## src/rtl/div_unit_if.sv

```systemverilog
// Request/response bundle between the pipeline EX stage and the iterative divider.
// start/op/operands/flush are sampled on the rising clock edge; result is valid while done=1.
interface div_unit_if #(parameter int XLEN = 32);
  logic            start;
  logic [1:0]      op;
  logic [XLEN-1:0] operand_a;
  logic [XLEN-1:0] operand_b;
  logic            flush;
  logic [XLEN-1:0] result;
  logic            busy;
  logic            done;

  modport master (
    output start, op, operand_a, operand_b, flush,
    input  result, busy, done
  );

  modport slave (
    input  start, op, operand_a, operand_b, flush,
    output result, busy, done
  );
endinterface

```

## src/rtl/div_unit.sv

```systemverilog
// Iterative radix-2 restoring divider for DIV/DIVU/REM/REMU: one quotient bit per cycle,
// with a zero-cycle path for divide-by-zero and signed overflow.
module div_unit #(
  parameter int XLEN = 32
) (
  input  logic       clk,
  input  logic       reset_n,
  div_unit_if.slave  bus,
  output logic [1:0] dbg_state
);

  typedef enum logic [1:0] {
    IDLE    = 2'd0,
    COMPUTE = 2'd1,
    DONE    = 2'd2
  } state_e;

  localparam logic [5:0] CNT_LAST = 6'(XLEN - 1);

  state_e state, state_nxt;

  logic [5:0]      count_q;
  logic [XLEN-1:0] quo_q;
  logic [XLEN:0]   rem_q;
  logic [XLEN:0]   div_q;
  logic            rem_sel_q;
  logic            neg_q_q;
  logic            neg_r_q;
  logic [XLEN-1:0] result_q;

  logic            accept;
  logic            in_signed;
  logic            in_rem;
  logic            b_zero;
  logic            sgn_ovf;
  logic            fast;
  logic            sa;
  logic            sb;
  logic [XLEN-1:0] mag_a;
  logic [XLEN-1:0] mag_b;
  logic [XLEN-1:0] fast_result;

  logic [XLEN:0]   shifted;
  logic            ge;
  logic [XLEN:0]   rem_nxt;
  logic [XLEN-1:0] quo_nxt;
  logic [XLEN-1:0] final_result;
  logic            last;
  logic            busy_c;
  logic            done_c;

  // start is honoured in IDLE and DONE only; a concurrent flush always drops it.
  assign accept    = bus.start && !bus.flush && (state != COMPUTE);
  assign in_signed = ~bus.op[0];
  assign in_rem    = bus.op[1];
  assign b_zero    = (bus.operand_b == '0);
  assign sgn_ovf   = in_signed && (bus.operand_a == {1'b1, {(XLEN-1){1'b0}}})
                     && (bus.operand_b == '1);
  assign fast      = b_zero || sgn_ovf;
  assign sa        = in_signed && bus.operand_a[XLEN-1];
  assign sb        = in_signed && bus.operand_b[XLEN-1];
  assign mag_a     = sa ? (-bus.operand_a) : bus.operand_a;
  assign mag_b     = sb ? (-bus.operand_b) : bus.operand_b;

  always_comb begin
    fast_result = '0;
    if (b_zero) begin
      fast_result = in_rem ? bus.operand_a : '1;
    end else begin
      // Signed overflow: quotient is the dividend itself, remainder is zero.
      fast_result = in_rem ? '0 : bus.operand_a;
    end
  end

  // One restoring step on XLEN+1-bit values, so the shifted partial remainder never overflows.
  assign shifted = (rem_q << 1) | {{XLEN{1'b0}}, quo_q[XLEN-1]};
  assign ge      = (shifted >= div_q);
  assign rem_nxt = ge ? (shifted - div_q) : shifted;
  assign quo_nxt = {quo_q[XLEN-2:0], ge};
  assign last    = (count_q == CNT_LAST);

  // Negating zero yields zero, so a zero result never picks up a sign.
  always_comb begin
    final_result = '0;
    if (rem_sel_q) begin
      final_result = neg_r_q ? (-rem_nxt[XLEN-1:0]) : rem_nxt[XLEN-1:0];
    end else begin
      final_result = neg_q_q ? (-quo_nxt) : quo_nxt;
    end
  end

  always_ff @(posedge clk or negedge reset_n) begin
    if (!reset_n) begin
      state <= IDLE;
    end else begin
      state <= state_nxt;
    end
  end

  always_comb begin
    state_nxt = state;
    busy_c    = 1'b0;
    done_c    = 1'b0;
    case (state)
      IDLE: begin
        if (accept) state_nxt = fast ? DONE : COMPUTE;
      end
      COMPUTE: begin
        busy_c = 1'b1;
        if (last) state_nxt = DONE;
      end
      DONE: begin
        done_c = 1'b1;
        if (accept) state_nxt = fast ? DONE : COMPUTE;
        else        state_nxt = IDLE;
      end
      default: state_nxt = IDLE;
    endcase
    if (bus.flush) state_nxt = IDLE;
  end

  always_ff @(posedge clk or negedge reset_n) begin
    if (!reset_n) begin
      count_q   <= '0;
      quo_q     <= '0;
      rem_q     <= '0;
      div_q     <= '0;
      rem_sel_q <= 1'b0;
      neg_q_q   <= 1'b0;
      neg_r_q   <= 1'b0;
      result_q  <= '0;
    end else if (accept) begin
      if (fast) begin
        result_q <= fast_result;
      end else begin
        count_q   <= '0;
        quo_q     <= mag_a;
        rem_q     <= '0;
        div_q     <= {1'b0, mag_b};
        rem_sel_q <= in_rem;
        neg_q_q   <= sa ^ sb;
        neg_r_q   <= sa;
      end
    end else if (state == COMPUTE && !bus.flush) begin
      count_q <= count_q + 6'd1;
      quo_q   <= quo_nxt;
      rem_q   <= rem_nxt;
      if (last) result_q <= final_result;
    end
  end

  assign bus.busy   = busy_c;
  assign bus.done   = done_c;
  assign bus.result = result_q;
  assign dbg_state  = state;

endmodule

```

## src/flat_wrapper.sv

```systemverilog
// flat-port wrapper written by rule: the top's interface ports become plain ports
module div_unit_flat 
#(
  parameter int XLEN = 32
)
  (clk, reset_n, dbg_state, bus_start, bus_op, bus_operand_a, bus_operand_b, bus_flush, bus_result, bus_busy, bus_done);
  div_unit_if #(.XLEN(XLEN)) bus_i ();
  input  logic clk;
  input  logic reset_n;
  output logic [1:0] dbg_state;
  input wire logic [$bits(bus_i.start)-1:0] bus_start;
  input wire logic [$bits(bus_i.op)-1:0] bus_op;
  input wire logic [$bits(bus_i.operand_a)-1:0] bus_operand_a;
  input wire logic [$bits(bus_i.operand_b)-1:0] bus_operand_b;
  input wire logic [$bits(bus_i.flush)-1:0] bus_flush;
  output wire logic [$bits(bus_i.result)-1:0] bus_result;
  output wire logic [$bits(bus_i.busy)-1:0] bus_busy;
  output wire logic [$bits(bus_i.done)-1:0] bus_done;
  assign bus_i.start = bus_start;
  assign bus_i.op = bus_op;
  assign bus_i.operand_a = bus_operand_a;
  assign bus_i.operand_b = bus_operand_b;
  assign bus_i.flush = bus_flush;
  assign bus_result = bus_i.result;
  assign bus_busy = bus_i.busy;
  assign bus_done = bus_i.done;
  div_unit #(.XLEN(XLEN)) u_core (.clk(clk), .reset_n(reset_n), .bus(bus_i), .dbg_state(dbg_state));
endmodule
```

## config.mk

```make
export PLATFORM = sky130hd
export DESIGN_NAME = div_unit_flat
export DESIGN_NICKNAME = d
export VERILOG_FILES = /design/src/rtl/div_unit_if.sv /design/src/rtl/div_unit.sv /design/src/flat_wrapper.sv
export SDC_FILE = /design/constraint.sdc
export NUM_CORES = 1
export LEC_CHECK = 0
export ABC_AREA = 1
export CAP_MARGIN = 20
export CORE_MARGIN = 3
export CORE_UTILIZATION = 45
export CTS_CLUSTER_DIAMETER = 50
export DETAILED_ROUTE_END_ITERATION = 10
export PLACE_DENSITY = 0.61
export SYNTH_ARGS = -nofsm -noshare
export SYNTH_HDL_FRONTEND = slang
export SYNTH_SLANG_ARGS = --single-unit
```

## constraint.sdc

```tcl
create_clock -name clk -period 4.8 [get_ports clk]
set_input_delay 0.96 -clock clk [delete_from_list [all_inputs] [get_ports clk]]
set_output_delay 0.96 -clock clk [all_outputs]
set_load 0.1 [all_outputs]
```

Word-level counts from Yosys, hierarchy flattened
Index checks and enable logic that the tools add are counted.

Add/subtract/negate cells: 6. $lt $le $gt $ge: 1. Equal/unequal tests: 10. Multiplexer cells: 30. Bitwise gates (word level): 4. Reductions and logical operators: 17.

Operator list (number): $mux 32 (19); $neg 32->32 (4); $eq 32x32->1 const B (2); $ge 33x32->1 (1); $or 33x1->33 (1); $logic_not 32->1 (1); $sub 32x32->32 (1); $mux 6 (3); $mux 2 (5); $logic_and 1x1->1 (7); $add 6x1->6 const B (1); $eq 6x5->1 const B (1); $ne 3x2->1 const B (2); $pmux 2 s3 (1); $reduce_and 2->1 (3); $ne 2x2->1 const B (2); $reduce_bool 2->1 (2); $reduce_and 3->1 (1); $eq 2x1->1 const B (1); $eq 2x2->1 const B (1); $logic_not 2->1 (1); $mux 1 (2); $ne 2x1->1 const B (1); $not 1->1 (2); 3 further kinds (3).

Register bits after elaboration: 139. Bits of input ports: 70. Output and inout port bits: 36. Word-level logic and storage cells: 77.

Depth between registers and ports, before layout
Gate-level depths: netlist (run 1).

Depth after elaboration: 9. Mapped depth: 32. Mapped depth without buffers: 30.

Worst setup path after synthesis (run 1)
OpenSTA, ideal clock, no wires.

Kind: reg2reg. Start point: reg u_core.state[0] (netlist: u_core.dbg_state[0]). End point: reg u_core.result_q[2] (netlist: u_core.bus.result[2]). Library setup time: 0.082 ns. Arrival: 3.949 ns. Data required time: 4.718 ns. Path slack: 0.769 ns. Cell stages (with the launch flop): 12. Path buffers: 1. Period minus slack after synthesis: 4.031 ns. Cell sequence: dfrtp_1 > inv_1 > nor2_1 > nor2_1 > clkinv_1 > nor2_1 > inv_2 > nand2_1 > inv_1 > clkbuf_1 > nor2_1 > a31oi_1.

Word-level cells in the longest chain between the ends: 4. Elaborated cells on any way between the ends: 9. Those cells by class: eq/ne (3); mux (1); reduce/logical (5).

Ends and longest elaborated chain: from (decl) (RTL line div_unit.sv:20) `state_e state, state_nxt;`; from (signal assigned) (RTL line div_unit.sv:96) `state <= state_nxt;`; $ne 2x1->1 or $eq 2x1->1 (tied branches) (RTL line div_unit.sv:53, div_unit.sv:144); $logic_and 1x1->1 (on tied branches) (RTL line div_unit.sv:53, div_unit.sv:144); $ne 2x2->1 (no source line) or $reduce_bool 2->1 (tied branches); $reduce_and 3->1 (no source line); to (signal assigned) (RTL line div_unit.sv:134) `result_q <= fast_result;`; to (signal assigned) (RTL line div_unit.sv:148) `if (last) result_q <= final_result;`; to (decl) (RTL line div_unit.sv:29) `logic [XLEN-1:0] result_q;`.

Several ways; a longest one is shown, not always the timed one. A chain may end at the register's enable or synchronous reset.

Worst setup path in the final report (run 1)
Start point: reg u_core.div_q[19]. End point: reg u_core.result_q[30] (netlist: u_core.bus.result[30]).

Word-level cells in the longest chain between the ends: 8. Elaborated cells on any way between the ends: 11. Those cells by class: add/sub (3); order compare (1); mux (7).

Ends and longest elaborated chain: from (decl) (RTL line div_unit.sv:25) `logic [XLEN:0] div_q;`; from (signal assigned) (RTL line div_unit.sv:139) `div_q <= {1'b0, mag_b};`; $sub 32x32->32 or $ge 33x32->1 (tied branches) (RTL line div_unit.sv:78, div_unit.sv:77); $mux 32 (RTL line div_unit.sv:78) `assign rem_nxt = ge ? (shifted - div_q) : shifted;`; $neg 32->32 (RTL line div_unit.sv:86) `final_result = neg_r_q ? (-rem_nxt[XLEN-1:0]) : rem_nxt[XLEN-1:0];`; $mux 32 (RTL line div_unit.sv:86); $mux 32 * (RTL line div_unit.sv:85) `if (rem_sel_q) begin`; $mux 32 * (RTL line div_unit.sv:148); $mux 32 * (RTL line div_unit.sv:144) `end else if (state == COMPUTE && !bus.flush) begin`; $mux 32 * (RTL line div_unit.sv:132) `end else if (accept) begin`.

Mark *: on every way between the ends. The rest lies on a longest branch, timed or not. The select of a mux whose other input is x is not followed.

==> results.cfg, run 1 <==
[die]
coreArea_mm2 = 0.0279
start_util_pct = 46.0
die_x_um = 175
die_area_mm2 = 0.0306
rows = 61
ios = 106
die_h_um = 175

[cts]
cts_buffers = 17
cts.clk_slew.worst_paths_ps = 70
cts_setup_buffers = 0
clk_latency_ps = 440
cts_root_buffer = clkbuf_16
cts-htree-levels = 4
cts_resized = 0
ctsLongestPathBuffers = 2
cts.sinks = 139
hold_buffers = 0
cts_tree = built

[sta]
relSlewSlack_pct = 31.3
fin_crit_sh_pct = 89.1
fin_skew_ps = 16.0
fin_setup_tns_ps = 0
setup_violations = 0
period_needed_ps = 4280
hold_viol = 0
max_freq_mhz = 234
finalMaxSlewViolations = 0
tightest_slew_ps = 1030
holdWs_ps = 483
setup_ws_ps = 524
rsz0062_at_grt = no

[pwr]
p_leak_nw = 7.29
powerDensity_mw_per_mm2 = 780
vdd_ir_drop_max_mv = 0.561
p_total_mw = 11.6

[grt]
antenna_found_initial = 1
grt_pass1_vias = 12933
grt_max_degree = 93
gr-usage-all-layers_pct = 28.9
grt_pass1_wl_um = 70400
grt_overflow = 0

[critical_path]
r2r_slack_ps = 520
path_max_fanout = 5
path_class = reg -> reg
path_common_cell = nand2_1
cp.required_ps = 5130
cp_data_arrival_time_ps = 4600
critPathLaunchType = flop
cpPeakStageDelay_ps = 380
crit_slowest_cell = dfrtp_1
cp-end-kind = flop

[synthesis]
netlist_instances = 2114
yosysUniqueCellTypes = 53
synthArstFlopShare_pct = 100
synth_edf_count = 0
synth_warnings = 0
ys_seq_elements = 139
avgSynthCellArea_um2 = 6.07
synth_area_mm2 = 0.0128
syn_nets = 2223
yosysSeqAreaShare_pct = 27.1
synth_ff_type = dfrtp_1

[worst_hold_path]
hold_path.class = reg -> reg

[drt]
vias = 14177
met1Wirelength_um = 20300
wl_met3_um = 3080
wl_per_cell_um = 17.2
dr.pass1.iters = 6
drt-vias-per-instance = 5.51
drt-initial-drc-count = 1474
dr_wl_met2_um = 20200
ant_nets = 0
finalWirelength_um = 44300
drc = 0
route.top_layer_used = met4

[run]
maxCapViolations = 0

[finish]
layoutNonFillerInstCount = 2575
diodes = 0
drive_gt1_share_pct = 6.01
syn_to_final_growth_pct = 16.1
nets = 2293

[placement]
pre_cts_ws_ps = 520
hpwl_um = 34100
port_buffers = 105
placed_cells = 2542
place.gp.congestion = 0.990

[outcome]
outcome = finished clean
## area by class of cell
class                   count  area [um2]
well taps                 378         473
clock buffers              17         425
flip-flops and latches    139        3480
clock inverters            15         211
inverters                 295        1110
multi-input cells        1600        7910
repair buffers            131        1290
fillers                  2949       13000
## flip-flops by register name, indices dropped and copies added (netlist names)
register           count
u_core.quo_q          32
u_core.count_q         6
u_core.div_q          32
u_core.rem_sel_q       1
u_core.neg_q_q         1
u_core.rem_q          32
u_core.neg_r_q         1
u_core.dbg_state       2
u_core.bus.result     32
## placed cells by master, fill, tap and decap left out, drive strengths merged, types with 20 or more instances in the layout
master         synthesis  routed
nand4                 29      29
o22ai                 20      20
nor2                 204     204
nand2                624     624
xor2                  34      34
clkdlybuf4s50          0     104
ha                    38      38
nor3                  44      44
dfrtp                139     139
o21ai                228     228
inv                  289     294
a21oi                113     113
nand3                170     170
buf                   21      27
## where the power goes
part	switching, mW	internal (mW)	leakage [nW]
Sequential	0.352	1.64	1.76
Clock	0.591	0.881	0.303
Combinational	5.86	2.29	5.23
## cells by family after synthesis
kind of cell             synth area share (%)
AO/OA/AOI/OAI                            17.5
XOR/XNOR                                 3.48
adder cells (fa/ha/maj)                  3.86
buffers and inverters                    11.4
flip-flops                               27.1
AND/OR/NAND/NOR                          36.7
## Yosys cell counts (all sizes together) (2+ instances only)
cell type    n  area [um2]
nor3        44         241
nor2       204         823
o22ai       20         125
o21bai       4        30.0
xnor2       17         149
a31oi       11        68.8
o31ai        3        22.5
nand3      170         883
ha          38         475
or2          3        18.8
nor4         9        62.6
o21a         3        22.5
clkinv       6        22.5
a21oi      113         577
buf         21         136
a22oi        3        22.5
and2         6        37.5
o41ai        2        17.5
nor3b        2        15.0
inv        289        1080
nand4       29         181
o211ai      14         105
clkbuf      59         221
o21ai      228        1160
dfrtp      139        3480
a22o         5        43.8
nand2      624        2390
nand3b       7        52.6
xor2        34         298
## routing by layer
layer	global-route usage [%]	up-vias
li1	-	6999
met1	41.7	6620
met2	45.9	511
met3	4.24	47
met4	6.35	0
met5	0	-
## metrics by stage
stage / util [%] / cell area (um2)
3_3_place_gp: 50.9 / 14200
6_report: 53.3 / 14900
3_5_place_dp: 50.9 / 14200
4_1_cts: 53.2 / 14900
5_1_grt: 53.3 / 14900
2_1_floorplan: - / 12800
## worst paths after layout
check	start	end	cells past startpoint
worst max-delay path	u_core.div_q[19]	u_core.bus.result[30]	29
worst min-delay path	u_core.div_q[7]	u_core.div_q[7]	2
worst max register to register	u_core.div_q[19]	u_core.bus.result[30]	29
worst min register to register	u_core.div_q[7]	u_core.div_q[7]	2
max in group asynchronous	reset_n	u_core.div_q[27]	2
min in group asynchronous	reset_n	u_core.rem_q[21]	1
## worst max-delay path, delay by kind of cell (launching register included)
family	cells	cell delay [ps]
flops	1	380
compound gates	4	400
fa+ha+maj	2	520
buf+inv	3	320
simple gates	20	2540
Note: power is estimated with default switching activity, not from simulation.
==> run 2: changes to the inputs <==
--- a/config.mk
+++ b/config.mk
@@ -12,6 +12,7 @@
 export CTS_CLUSTER_DIAMETER = 50
 export DETAILED_ROUTE_END_ITERATION = 10
 export PLACE_DENSITY = 0.61
+export RECOVER_POWER = 50
 export SYNTH_ARGS = -nofsm -noshare
 export SYNTH_HDL_FRONTEND = slang
 export SYNTH_SLANG_ARGS = --single-unit
==> results.cfg, run 2 (synthesized netlist as in run 1, its figures left out) <==
[die]
die_x_um = 175
die_area_mm2 = 0.0306
ios = 106
die_h_um = 175
rows = 61
start_util_pct = 46.0
coreArea_mm2 = 0.0279

[finish]
layout_common_cells = nand2_1 (605), inv_1 (270), o21ai_0 (213)
syn_to_final_growth_pct = 16.0
drive_gt1_share_pct = 5.92
diodes = 0
layoutNonFillerInstCount = 2575
nets = 2293
final_common_cell = nand2_1

[critical_path]
cp_data_arrival_time_ps = 4620
path_max_fanout = 5
cp.required_ps = 5120
cpLargestDelayFamily = simple AND/OR/NAND/NOR gates
cpPeakStageDelay_ps = 380
crit_buf_inv = 3
crit_slowest_cell = dfrtp_1
critPathLaunchType = flop
path_common_cell = nand2_1
cp-end-kind = flop
path_class = reg -> reg
r2r_slack_ps = 500

[pwr]
p_leak_nw = 7.29
powerDensity_mw_per_mm2 = 778
vdd_ir_drop_max_mv = 0.553

[sta]
max_freq_mhz = 233
tightest_slew_ps = 2570
hold_viol = 0
relSlewSlack_pct = -71.1
rsz0062_at_grt = no
finalMaxSlewViolations = 119
setup_violations = 0
fin_crit_sh_pct = 89.6
fin_setup_tns_ps = 0
period_needed_ps = 4300
fin_skew_ps = 16.2

[grt]
gr-usage-all-layers_pct = 28.9
grt_max_degree = 93
grt_pass1_vias = 12933
grt_overflow = 0
antenna_found_initial = 1
grt_pass1_wl_um = 70400

[cts]
ctsLongestPathBuffers = 2
cts_root_buffer = clkbuf_16
cts.clk_slew.worst_paths_ps = 70
hold_buffers = 0
cts-htree-levels = 4
cts_tree = built
clk_latency_ps = 440
cts.sinks = 139
cts_buffers = 17

[drt]
dr.pass1.iters = 6
ant_nets = 0
vias = 14141
finalWirelength_um = 44300
wl_per_cell_um = 17.2
drt-vias-per-instance = 5.49
drt-initial-drc-count = 1472
drc = 0

[placement]
placed_cells = 2542
place.gp.congestion = 0.990
hpwl_um = 34100
port_buffers = 105

[run]
maxCapViolations = 2

[outcome]
violations = capacitance limit, slew limit
outcome = finished, violations left

[worst_hold_path]
hold_path.class = reg -> reg
-- run 2: changes by cell type in the layout (fill, tap and decap cells not counted) --
cell and delta:
dlygate4sd3_1 +18, clkbuf_2 +1, buf_6 -1, clkbuf_1 +2, clkdlybuf4s50_1 -18, buf_4 -2
-- run 2: cell type report --
| cell class | instances | area, um2 |
|---|---|---|
| fill | 2953 | 13100 |
| clock inverter | 15 | 211 |
| clock buffer | 17 | 425 |
| tap | 378 | 473 |
| sequential | 139 | 3480 |
| multi-input combinational | 1600 | 7910 |
| inverter | 295 | 1110 |
| timing repair buffer | 131 | 1280 |
-- run 2: per-stage QoR --
stage | cell area (um2) | power (mW) | util [%] | worst slack [ps] | hold slack, ps
after floorplan | 12800 | 7.86 | - | 769 | 453
after global placement | 14200 | 10.0 | 50.9 | 571 | 468
after detailed placement | 14200 | 10.0 | 50.9 | 520 | 472
after CTS | 14900 | 11.6 | 53.2 | 554 | 487
after global routing | 14900 | 12.5 | 53.3 | 54.8 | 510
final | 14900 | 11.6 | 53.3 | 500 | 482
-- run 2: routing by layer --
| layer | GRT usage (%) | vias to the layer above | wire (um) |
|---|---|---|---|
| li1 | - | 7000 | - |
| met1 | 41.7 | 6575 | 20200 |
| met2 | 45.9 | 515 | 20100 |
| met3 | 4.24 | 51 | 3130 |
| met4 | 6.35 | 0 | 798 |
| met5 | 0 | - | 0 |
-- run 2: power by group --
part           leakage, nW  internal [mW]  total (mW)  switching [mW]
combinational         5.23           2.26        8.12            5.86
clock                0.303          0.881        1.47           0.589
sequential            1.76           1.64        1.99           0.349
-- run 2: worst min-delay path, delay by kind of cell, from the launching register on --
| kind | cells | cell delay, ps |
|---|---|---|
| flops | 1 | 340 |
| simple gates | 2 | 110 |
-- run 2: path summary, 6_finish.rpt --
check | start | to | depth (start not counted)
setup / recovery | u_core.div_q[19] | u_core.bus.result[30] | 29
hold / removal | u_core.bus.result[13] | u_core.bus.result[13] | 2
setup reg to reg | u_core.div_q[19] | u_core.bus.result[30] | 29
hold reg to reg | u_core.bus.result[13] | u_core.bus.result[13] | 2
max in group asynchronous | reset_n | u_core.div_q[27] | 2
min in group asynchronous | reset_n | u_core.rem_q[21] | 1
-- run 2: repair_timing --
item | in CTS | in global routing
gates resized for setup | 0 | 1
hold endpoints to repair | 0 | 0
endpoints found under the setup margin | 0 | 1
buffers inserted | 0 | 0
==> run 3: changes to the inputs <==
--- a/config.mk
+++ b/config.mk
@@ -11,6 +11,7 @@
 export CORE_UTILIZATION = 45
 export CTS_CLUSTER_DIAMETER = 50
 export DETAILED_ROUTE_END_ITERATION = 10
+export GPL_TIMING_DRIVEN = 0
 export PLACE_DENSITY = 0.61
 export RECOVER_POWER = 50
 export SYNTH_ARGS = -nofsm -noshare
==> results.cfg, run 3 (synthesized netlist as in run 1, its figures left out) <==
[sta]
setup_violations = 0
hold_viol = 0
finalMaxSlewViolations = 59
period_needed_ps = 4640
relSlewSlack_pct = -136
rsz0062_at_grt = yes
fin_skew_ps = 8.60
max_freq_mhz = 216
tightest_slew_ps = 3540
fin_crit_sh_pct = 96.7

[outcome]
violations = capacitance limit, slew limit
outcome = finished, violations left

[drt]
vias = 14604
ant_nets = 0
finalWirelength_um = 48600
drt-initial-drc-count = 1687
dr.pass1.iters = 6
drc = 0
wl_per_cell_um = 18.5
drt-vias-per-instance = 5.55

[finish]
layout_common_cells = nand2_1 (606), inv_1 (262), o21ai_0 (211)
nets = 2350
register_area_mm2 = 0.00348
drive_gt1_share_pct = 6.39
syn_to_final_growth_pct = 17.5
diodes = 0
final_common_cell = nand2_1
final_util_pct = 54.0
layoutNonFillerInstCount = 2631
fin_area_mm2 = 0.0151
nFillCells = 2969
multi_input_area_mm2 = 0.00801

[critical_path]
r2r_slack_ps = 160
reg2reg_from = u_core.div_q[25]
critPathLaunchType = flop
rr_endpoint = u_core.bus.result[26]
cp-end-kind = flop
cp.required_ps = 5120
path_common_cell = nand2_1
path_max_fanout = 10
crit_buf_inv = 5
cpPeakStageDelay_ps = 380
cpLargestDelayFamily = simple AND/OR/NAND/NOR gates
cp_data_arrival_time_ps = 4960
reg2reg_depth = 28
path_class = reg -> reg
crit_slowest_cell = dfrtp_1

[cts]
cts.clk_slew.worst_paths_ps = 70
ctsLongestPathBuffers = 2
cts.sinks = 139
clk_latency_ps = 440
cts_root_buffer = clkbuf_16
cts_tree = built
cts_buffers = 17
cts-htree-levels = 4

[placement]
place.gp.congestion = 0.966
port_buffers = 105
hpwl_um = 39800
placed_cells = 2598
postPlaceCellArea_mm2 = 0.0144

[grt]
antenna_found_initial = 1
grt_pass1_wl_um = 75200
grt_max_degree = 82
grt_overflow = 0
gr-usage-all-layers_pct = 31.5
grt_pass1_vias = 13496

[die]
die_area_mm2 = 0.0306
coreArea_mm2 = 0.0279
rows = 61
die_h_um = 175
ios = 106
start_util_pct = 46.0
die_x_um = 175

[pwr]
p_leak_nw = 7.27
vdd_ir_drop_max_mv = 0.693
powerDensity_mw_per_mm2 = 780

[worst_hold_path]
hold_path.class = reg -> reg
whs_path_depth = 2
worst_hold_path.endpoint = u_core.bus.result[10]
min_from = u_core.bus.result[10]

[run]
maxCapViolations = 1
-- run 3: final cells by class --
type,instances,area share (%)
plain buffers,80,2.38
clock buffers,21,3.05
clock inverters,10,0.622
inverters,295,7.39
multi-input cells,1600,53.1
flip-flops and latches,139,23.1
well taps,378,3.14
repair buffers,108,7.21
-- run 3: timing repair --
| action | CTS | global route |
|---|---|---|
| cloned | 0 | 0 |
| hold buffers | 0 | 0 |
| resized for setup | 1 | 33 |
| setup endpoints to repair | 3 | 65 |
| buffers inserted | 0 | 2 |
| pin swaps | 0 | 8 |
-- run 3: worst register-to-register path, delay by kind of cell, from the launching register on --
family,cells,cell delay [ps]
adders and majority gates,2,550
buffers and inverters,5,690
and+or+nand+nor,17,2550
DFF,1,380
AOI/OAI and AO/OA,4,350
-- run 3: worst max-delay path by stage --
| stage | cells past startpoint | end | start |
|---|---|---|---|
| 2_1_floorplan | 11 | u_core.bus.result[2] | u_core.dbg_state[0] |
| 3_3_place_gp | 1 | u_core.count_q[0] | reset_n |
| 3_5_place_dp | 14 | u_core.quo_q[29] | bus_operand_a[21] |
| 4_1_cts | 30 | u_core.bus.result[28] | u_core.div_q[26] |
| 5_1_grt | 29 | u_core.bus.result[26] | u_core.div_q[26] |
| 6_report | 28 | u_core.bus.result[26] | u_core.div_q[25] |
-- run 3: per-stage QoR --
stage / hold WS [ps] / TNS, ps / setup WS [ps] / power [mW]
after floorplan: 453 / 0 / 769 / 7.86
after global placement: 466 / -424240 / -3040 / 10.2
after detailed placement: 474 / -2900 / -144 / 10.2
after CTS: 489 / 0 / 60.5 / 11.6
after global routing: 498 / -234 / -99.2 / 12.7
final: 477 / 0 / 160 / 11.8
-- run 3: metal layers --
metal  routed length (um)  up-vias  GRT usage [%]  part of all wire (%)
li1                     -     7130              -                     -
met2                21000      608           47.3                    43
met4                 1160        2           8.94                   2.4
met1                22300     6785           45.8                    46
met3                 4130       79           6.78                   8.5
met5                   17        -              0                 0.035
-- run 3: power by group --
| group | leakage, nW | total (mW) | internal, mW | switching [mW] |
|---|---|---|---|---|
| logic | 5.25 | 8.48 | 2.39 | 6.09 |
| clock network | 0.265 | 1.28 | 0.737 | 0.544 |
| registers | 1.76 | 2.01 | 1.64 | 0.366 |
